==> src/rtl/score_ctrl_pkg.sv <==
// Shared game definitions for the score path: state encoding, score width and counter defaults.
`define SCORELEN 12

package score_ctrl_pkg;

  localparam int unsigned SCORE_W_DEF     = `SCORELEN + 1;
  localparam int unsigned SCORE_MAX_DEF   = 6399;
  localparam int unsigned LEVEL_STEP_DEF  = 100;
  localparam int unsigned LEVEL_MAX_DEF   = 7;
  localparam int unsigned BLINK_TICKS_DEF = 8;
  localparam int unsigned LEVEL_W         = 3;

  typedef enum logic [1:0] {
    IDLE  = 2'd0,
    RUN   = 2'd1,
    PAUSE = 2'd2,
    OVER  = 2'd3
  } state_e;

endpackage

==> src/rtl/score_sat_counter.sv <==
// Up-counter with clear and enable that either saturates at max_i or wraps to zero (WRAP=1).
module score_sat_counter #(
  parameter int unsigned W    = 8,
  parameter bit          WRAP = 1'b0
) (
  input  logic         clk,
  input  logic         rst_n,
  input  logic         clr_i,
  input  logic         en_i,
  input  logic [W-1:0] max_i,
  output logic [W-1:0] count_o,
  output logic [W-1:0] next_c,
  output logic         at_max_en_c
);

  logic [W-1:0] count_q;
  logic [W-1:0] count_d;

  // at_max_en_c marks an enabled step while at max: a wrap event, or a swallowed saturated step
  always_comb begin
    count_d     = count_q;
    at_max_en_c = 1'b0;
    if (clr_i) begin
      count_d = '0;
    end else if (en_i) begin
      if (count_q < max_i) begin
        count_d = count_q + W'(1);
      end else begin
        at_max_en_c = 1'b1;
        if (WRAP) count_d = '0;
      end
    end
  end

  always_ff @(posedge clk or negedge rst_n) begin
    if (!rst_n) count_q <= '0;
    else        count_q <= count_d;
  end

  assign count_o = count_q;
  assign next_c  = count_d;

endmodule

==> src/rtl/score_ctrl.sv <==
// Score sequencer: counts score from game ticks, tracks the session high score and speed level,
// and drives the display bus, alternating final and high score after game over.
module score_ctrl
  import score_ctrl_pkg::*;
#(
  parameter int unsigned SCORE_W     = SCORE_W_DEF,
  parameter int unsigned SCORE_MAX   = SCORE_MAX_DEF,
  parameter int unsigned LEVEL_STEP  = LEVEL_STEP_DEF,
  parameter int unsigned LEVEL_MAX   = LEVEL_MAX_DEF,
  parameter int unsigned BLINK_TICKS = BLINK_TICKS_DEF
) (
  input  logic               clk2,
  input  logic               reset,
  input  logic               start,
  input  logic               pause,
  input  logic               hit,
  input  logic               tick,
  output logic [SCORE_W-1:0] score_out,
  output logic [SCORE_W-1:0] hi_score,
  output logic [LEVEL_W-1:0] level,
  output logic               running,
  output logic               game_over,
  output logic               show_hi,
  output logic               new_record
);

  localparam int unsigned STEP_W  = $clog2(LEVEL_STEP + 1);
  localparam int unsigned BLINK_W = $clog2(BLINK_TICKS + 1);

  state_e               state_q, state_d;
  logic [SCORE_W-1:0]   hi_q, hi_d;
  logic [LEVEL_W-1:0]   level_q, level_d;
  logic                 record_q, record_d;
  logic                 show_q, show_d;
  logic                 running_q, game_over_q;
  logic [SCORE_W-1:0]   score_out_q;

  logic                 score_clr, score_en;
  logic                 blink_clr, blink_en;
  logic [SCORE_W-1:0]   score_q, score_d;
  logic                 score_sat_c;
  logic                 step_en, step_wrap_c;
  logic                 blink_wrap_c;
  logic [STEP_W-1:0]    step_cnt, step_next;
  logic [BLINK_W-1:0]   blink_cnt, blink_next;
  logic                 unused_cnt;

  score_sat_counter #(.W(SCORE_W), .WRAP(1'b0)) u_score (
    .clk        (clk2),
    .rst_n      (reset),
    .clr_i      (score_clr),
    .en_i       (score_en),
    .max_i      (SCORE_W'(SCORE_MAX)),
    .count_o    (score_q),
    .next_c     (score_d),
    .at_max_en_c(score_sat_c)
  );

  // a tick swallowed by score saturation must not advance the level
  assign step_en = score_en & ~score_sat_c;

  score_sat_counter #(.W(STEP_W), .WRAP(1'b1)) u_step (
    .clk        (clk2),
    .rst_n      (reset),
    .clr_i      (score_clr),
    .en_i       (step_en),
    .max_i      (STEP_W'(LEVEL_STEP - 1)),
    .count_o    (step_cnt),
    .next_c     (step_next),
    .at_max_en_c(step_wrap_c)
  );

  score_sat_counter #(.W(BLINK_W), .WRAP(1'b1)) u_blink (
    .clk        (clk2),
    .rst_n      (reset),
    .clr_i      (blink_clr),
    .en_i       (blink_en),
    .max_i      (BLINK_W'(BLINK_TICKS - 1)),
    .count_o    (blink_cnt),
    .next_c     (blink_next),
    .at_max_en_c(blink_wrap_c)
  );

  assign unused_cnt = ^{step_cnt, step_next, blink_cnt, blink_next};

  always_comb begin
    state_d   = state_q;
    hi_d      = hi_q;
    level_d   = level_q;
    record_d  = record_q;
    show_d    = show_q;
    score_clr = 1'b0;
    score_en  = 1'b0;
    blink_clr = (state_q != OVER);
    blink_en  = 1'b0;

    case (state_q)
      IDLE: begin
        score_clr = 1'b1;
        level_d   = '0;
        if (start) state_d = RUN;
      end
      RUN: begin
        // hit beats pause beats tick; the tick that lands with hit or pause is dropped
        if (hit) begin
          state_d = OVER;
          if (score_q > hi_q) begin
            hi_d     = score_q;
            record_d = 1'b1;
          end else begin
            record_d = 1'b0;
          end
        end else if (pause) begin
          state_d = PAUSE;
        end else if (tick) begin
          score_en = 1'b1;
        end
      end
      PAUSE: begin
        if (pause) state_d = RUN;
      end
      OVER: begin
        if (start) begin
          state_d   = RUN;
          score_clr = 1'b1;
          blink_clr = 1'b1;
          level_d   = '0;
          show_d    = 1'b0;
          record_d  = 1'b0;
        end else begin
          blink_en = tick;
          if (blink_wrap_c) show_d = ~show_q;
        end
      end
      default: state_d = IDLE;
    endcase

    if (step_wrap_c && (level_q < LEVEL_W'(LEVEL_MAX))) level_d = level_q + LEVEL_W'(1);
  end

  always_ff @(posedge clk2 or negedge reset) begin
    if (!reset) begin
      state_q     <= IDLE;
      hi_q        <= '0;
      level_q     <= '0;
      record_q    <= 1'b0;
      show_q      <= 1'b0;
      running_q   <= 1'b0;
      game_over_q <= 1'b0;
      score_out_q <= '0;
    end else begin
      state_q     <= state_d;
      hi_q        <= hi_d;
      level_q     <= level_d;
      record_q    <= record_d;
      show_q      <= show_d;
      running_q   <= (state_d == RUN);
      game_over_q <= (state_d == OVER);
      score_out_q <= show_d ? hi_d : score_d;
    end
  end

  assign score_out  = score_out_q;
  assign hi_score   = hi_q;
  assign level      = level_q;
  assign running    = running_q;
  assign game_over  = game_over_q;
  assign show_hi    = show_q;
  assign new_record = record_q;

endmodule

==> config.mk <==
export PLATFORM = sky130hd
export DESIGN_NAME = score_ctrl
export DESIGN_NICKNAME = d
export VERILOG_FILES = /design/src/rtl/score_ctrl_pkg.sv /design/src/rtl/score_sat_counter.sv /design/src/rtl/score_ctrl.sv
export SDC_FILE = /design/constraint.sdc
export NUM_CORES = 1
export LEC_CHECK = 0
export BUFFER_PORTS_ARGS = -buffer_cell sky130_fd_sc_hd__buf_2
export CAP_MARGIN = 10
export CORE_MARGIN = 2
export CORE_UTILIZATION = 30
export DETAILED_ROUTE_END_ITERATION = 8
export PLACE_DENSITY = 0.44
export SYNTH_ARGS = -nofsm -noshare
export SYNTH_HDL_FRONTEND = slang
export SYNTH_SLANG_ARGS = --single-unit
==> constraint.sdc <==
create_clock -name clk2 -period 4.3 [get_ports clk2]
set_input_delay 0.645 -clock clk2 [delete_from_list [all_inputs] [get_ports clk2]]
set_output_delay 0.645 -clock clk2 [all_outputs]
set_load 0.01 [all_outputs]
==> results.rst <==
.. list-table::
   :header-rows: 1

   * - Metric
     - Value
   * - Outcome
     - finished, final reports clean
   * - Synth warn
     - 0
   * - Number of maximum-capacitance violations
     - 0
   * - Post-synthesis instance total
     - approximately 360
   * - Initial core utilization
     - a little under a third
   * - Worst rel slew slack
     - between 20% and 30%
   * - Filler-free cell count of the finished design
     - around 540
   * - Number of global-route vias before repair
     - approximately 2700
   * - Launch point of the worst reg-to-reg path
     - u_score.count_o[10]$_DFF_PN0_
   * - GRT met2 Usage
     - ~23%
   * - Max Buffers Root-to-Sink
     - 2
   * - Cell taking the most area after synthesis
     - dfrtp_1
   * - Postcts setup bufs
     - 0
   * - Final number of hold-violating endpoints
     - 0
   * - Post-cts sizing count
     - 0
   * - Maximum number of pins on one net before global-route repair
     - 36
   * - Global-route total usage across every layer
     - ~15%
   * - Per-instance average area after synthesis
     - roughly 9.6 µm²
   * - Fraction of power consumed by the clock network
     - 43.1%
   * - Register-to-register path setup slack
     - 1.53 ns
   * - Worst setup path category
     - reg2reg
   * - Peak-usage layer in the global routing report
     - met2
   * - Residual overflow from global routing
     - 0
   * - Final RePlAce weighted congestion
     - 0.782
   * - Total Wirelength
     - between 8000 and 9000 µm
   * - Net count reported at finish
     - approximately 420
   * - Standby leakage power
     - 1.78 nW
   * - Register area share after synthesis
     - a little over two fifths
   * - Main flop type after synthesis
     - dfrtp_1
   * - ANT cells
     - 0
   * - Maximum fanout encountered on the critical timing path
     - 21
   * - Fraction of synthesized cell area taken by the top area cell type
     - a little over two fifths
   * - Class of the worst hold path
     - in2async
   * - Wire length of the first global-routing pass
     - 13900 µm
   * - Number of flops mapped to enable cells by yosys
     - 0
   * - Data arrival time of the worst path
     - roughly 3.0 ns
   * - Placed cell area
     - ~3700 µm²
   * - Portion of the clock cycle consumed by the worst path in the final layout
     - 64.5%
   * - Dominant cell by count in the synthesized netlist
     - dfrtp_1
   * - Met1 capacity usage during global routing
     - approximately a fifth
   * - Fraction of power consumed by combinational cells
     - between 20% and 30%
   * - I/O pin cnt
     - 39
   * - Number of buffer cells added on primary ports
     - 38
   * - Post-cts hold buffer count
     - 0
   * - Clock latency reported for the late side of the worst-skew pair
     - between 0.3 and 0.4 ns
   * - Die height
     - roughly 110 µm
   * - Post-synthesis instance area
     - 3390 µm²
   * - Peak Freq
     - 361 MHz
   * - Data required time at the worst endpoint
     - around 4.5 ns
   * - Element type at the critical path start
     - flop
   * - Number of instances in the placed design
     - roughly 520
   * - Post-detailed-route wirelength per cell
     - ~15 µm
   * - Setup violators final
     - 0
   * - Sw Ratio
     - 30.0%
   * - HPWL Detailed
     - ~5800 µm
   * - Met3 usage
     - roughly 2.9%
   * - Clock sink count
     - 59
   * - Sw power
     - between 0.0005 and 0.0006 W
   * - Final core area utilization
     - 36.9%
   * - Via count of the routed design
     - between 2000 and 3000
   * - Top cell types by occurrence after synthesis
     - dfrtp_1, inv_1, o21ai_0, nand2_1, a21oi_1
   * - Setup slack after placement
     - between 1.5 and 2 ns
   * - Endpoint class of the critical path
     - flop
   * - Area Overhead vs Synth
     - 18.8%
   * - Post-Synthesis Net Count
     - 383
   * - Crit path setup slack, layout
     - ~1.5 ns
   * - Die width
     - approximately 110 µm
   * - H-tree depth reported by CTS
     - 3
   * - Cells on worst reg2reg path
     - 7
   * - Final instance area
     - approximately 4000 µm²
   * - Internal Power
     - 0.00122 W
   * - Power density relative to cell area
     - 430 nW/µm²
   * - Actual slew at the worst max-slew pin
     - about 1.1 ns
   * - Max Transition Viols Final
     - 0
   * - Die area
     - 12200 µm²
   * - Summed negative setup slack over all endpoints
     - 0 ns
   * - Root buffer selected by CTS
     - clkbuf_16
   * - Main area contributors after synthesis
     - dfrtp_1, ha_1, o21ai_0
   * - Site row count
     - 38
   * - Standard cell core area
     - between 10000 and 15000 µm²
   * - TritonCTS clock tree
     - built
   * - Violation count after the first detailed-routing iteration
     - a little under 100
   * - Terminus of the critical flop-to-flop path
     - score_out[8]$_DFF_PN0_
   * - Distinct cells, synth
     - 50
   * - Number of routed nets with antenna violations
     - 0
   * - Unrepaired setup endpoints after global routing
     - false
   * - Mean number of vias per cell
     - 5.19
   * - Post-synth ARST share
     - between 90% and 100%
   * - Maximum vdd ir drop
     - between 0.15 and 0.2 mV
   * - Fraction of layout instances using a drive strength above 1
     - 19.4%
   * - Cts bufs inserted
     - 9
   * - Flop pwr share
     - 36.1%
   * - Clock transition at the registers of the reported paths
     - approximately 0.050 ns
   * - Number of iterations in the first detailed-routing pass
     - 4
   * - Final critical path time including I/O delays and setup
     - 2.77 ns
   * - Antenna violations before repair
     - 0
   * - Number of DRC violations after detailed routing
     - 0
   * - Flop and latch count out of synthesis
     - 59
   * - Setup clock skew after layout
     - 0.0104 ns
==> worst max-delay path by stage <==
stage,start,end
floorplan,hi_score[8]$_DFF_PN0_,hi_score[10]$_DFF_PN0_
global placement,u_score.count_o[10]$_DFF_PN0_,score_out[10]$_DFF_PN0_
detailed placement,u_score.count_o[10]$_DFF_PN0_,score_out[7]$_DFF_PN0_
CTS,u_score.count_o[10]$_DFF_PN0_,score_out[7]$_DFF_PN0_
global route,u_score.count_o[8]$_DFF_PN0_,score_out[9]$_DFF_PN0_
finish,u_score.count_o[10]$_DFF_PN0_,score_out[8]$_DFF_PN0_
==> kinds of logic after synthesis <==
group	after synthesis	share of synthesized area, %
AOI/OAI and AO/OA	119	24.5
adders and majority gates	22	8.11
buffers and inverters	48	6.08
DFF	59	43.5
muxes	5	1.51
and+or+nand+nor	102	16.3
==> layer usage <==
layer  routed length, µm  vias up  share of wire [%]
met4                 170        0                2.1
met1                4170     1326                 50
met5                   0        -                  0
li1                    -     1401                  -
met3                 324       11                3.9
met2                3610       47                 44
==> sequential cells by signal (all words and copies together) (netlist names) <==
signal,flops
game_over,1
hi_score,13
level,3
new_record,1
running,1
score_out,13
show_hi,1
state_q,2
u_blink.count_o,4
u_score.count_o,13
u_step.count_o,7
==> critical path, cell delays in order, from the launching register on <==
cell and delay, ns:
dfrtp_1 0.47, ha_1 0.35, nand4_1 0.18, or4_1 0.56
nand2_1 0.44, buf_4 0.35, o21ai_0 0.14, a2bb2oi_1 0.19
==> power by group through the flow <==
| stage | Sequential, W | Combinational, W | Clock (W) |
|---|---|---|---|
| finish | 0.000626 | 0.000362 | 0.000748 |
| global route | 0.000633 | 0.000423 | 0.000793 |
| CTS | 0.000627 | 0.000373 | 0.000772 |
| detailed placement | 0.000635 | 0.000371 | 0 |
| global placement | 0.000635 | 0.000367 | 0 |
| floorplan | 0.000634 | 0.000248 | 0 |
==> area by class of cell <==
type,count,area (µm²)
fillers,1118,6900
multi-input cells,248,1720
flip-flops and latches,59,1480
clock buffers,14,284
repair buffers,43,228
well taps,140,175
inverters,32,120
clock inverters,1,30.0
==> placed cells by master, fill, tap and decap left out, drive strengths merged, types with 14 or more instances in the layout <==
master   n
a21oi   28
buf     43
clkbuf  14
dfrtp   59
ha      22
inv     32
nand2   26
nor2    17
o21ai   31
o31ai   20
==> stage by stage <==
step / total power, W / hold slack (ns)
3_3_place_gp: 0.00100 / 0.503
3_5_place_dp: 0.00101 / 0.519
4_1_cts: 0.00177 / 0.332
5_1_grt: 0.00185 / 0.360
2_1_floorplan: 0.000882 / 0.349
6_report: 0.00174 / 0.311
Note: power is estimated with default switching activity, not from simulation.
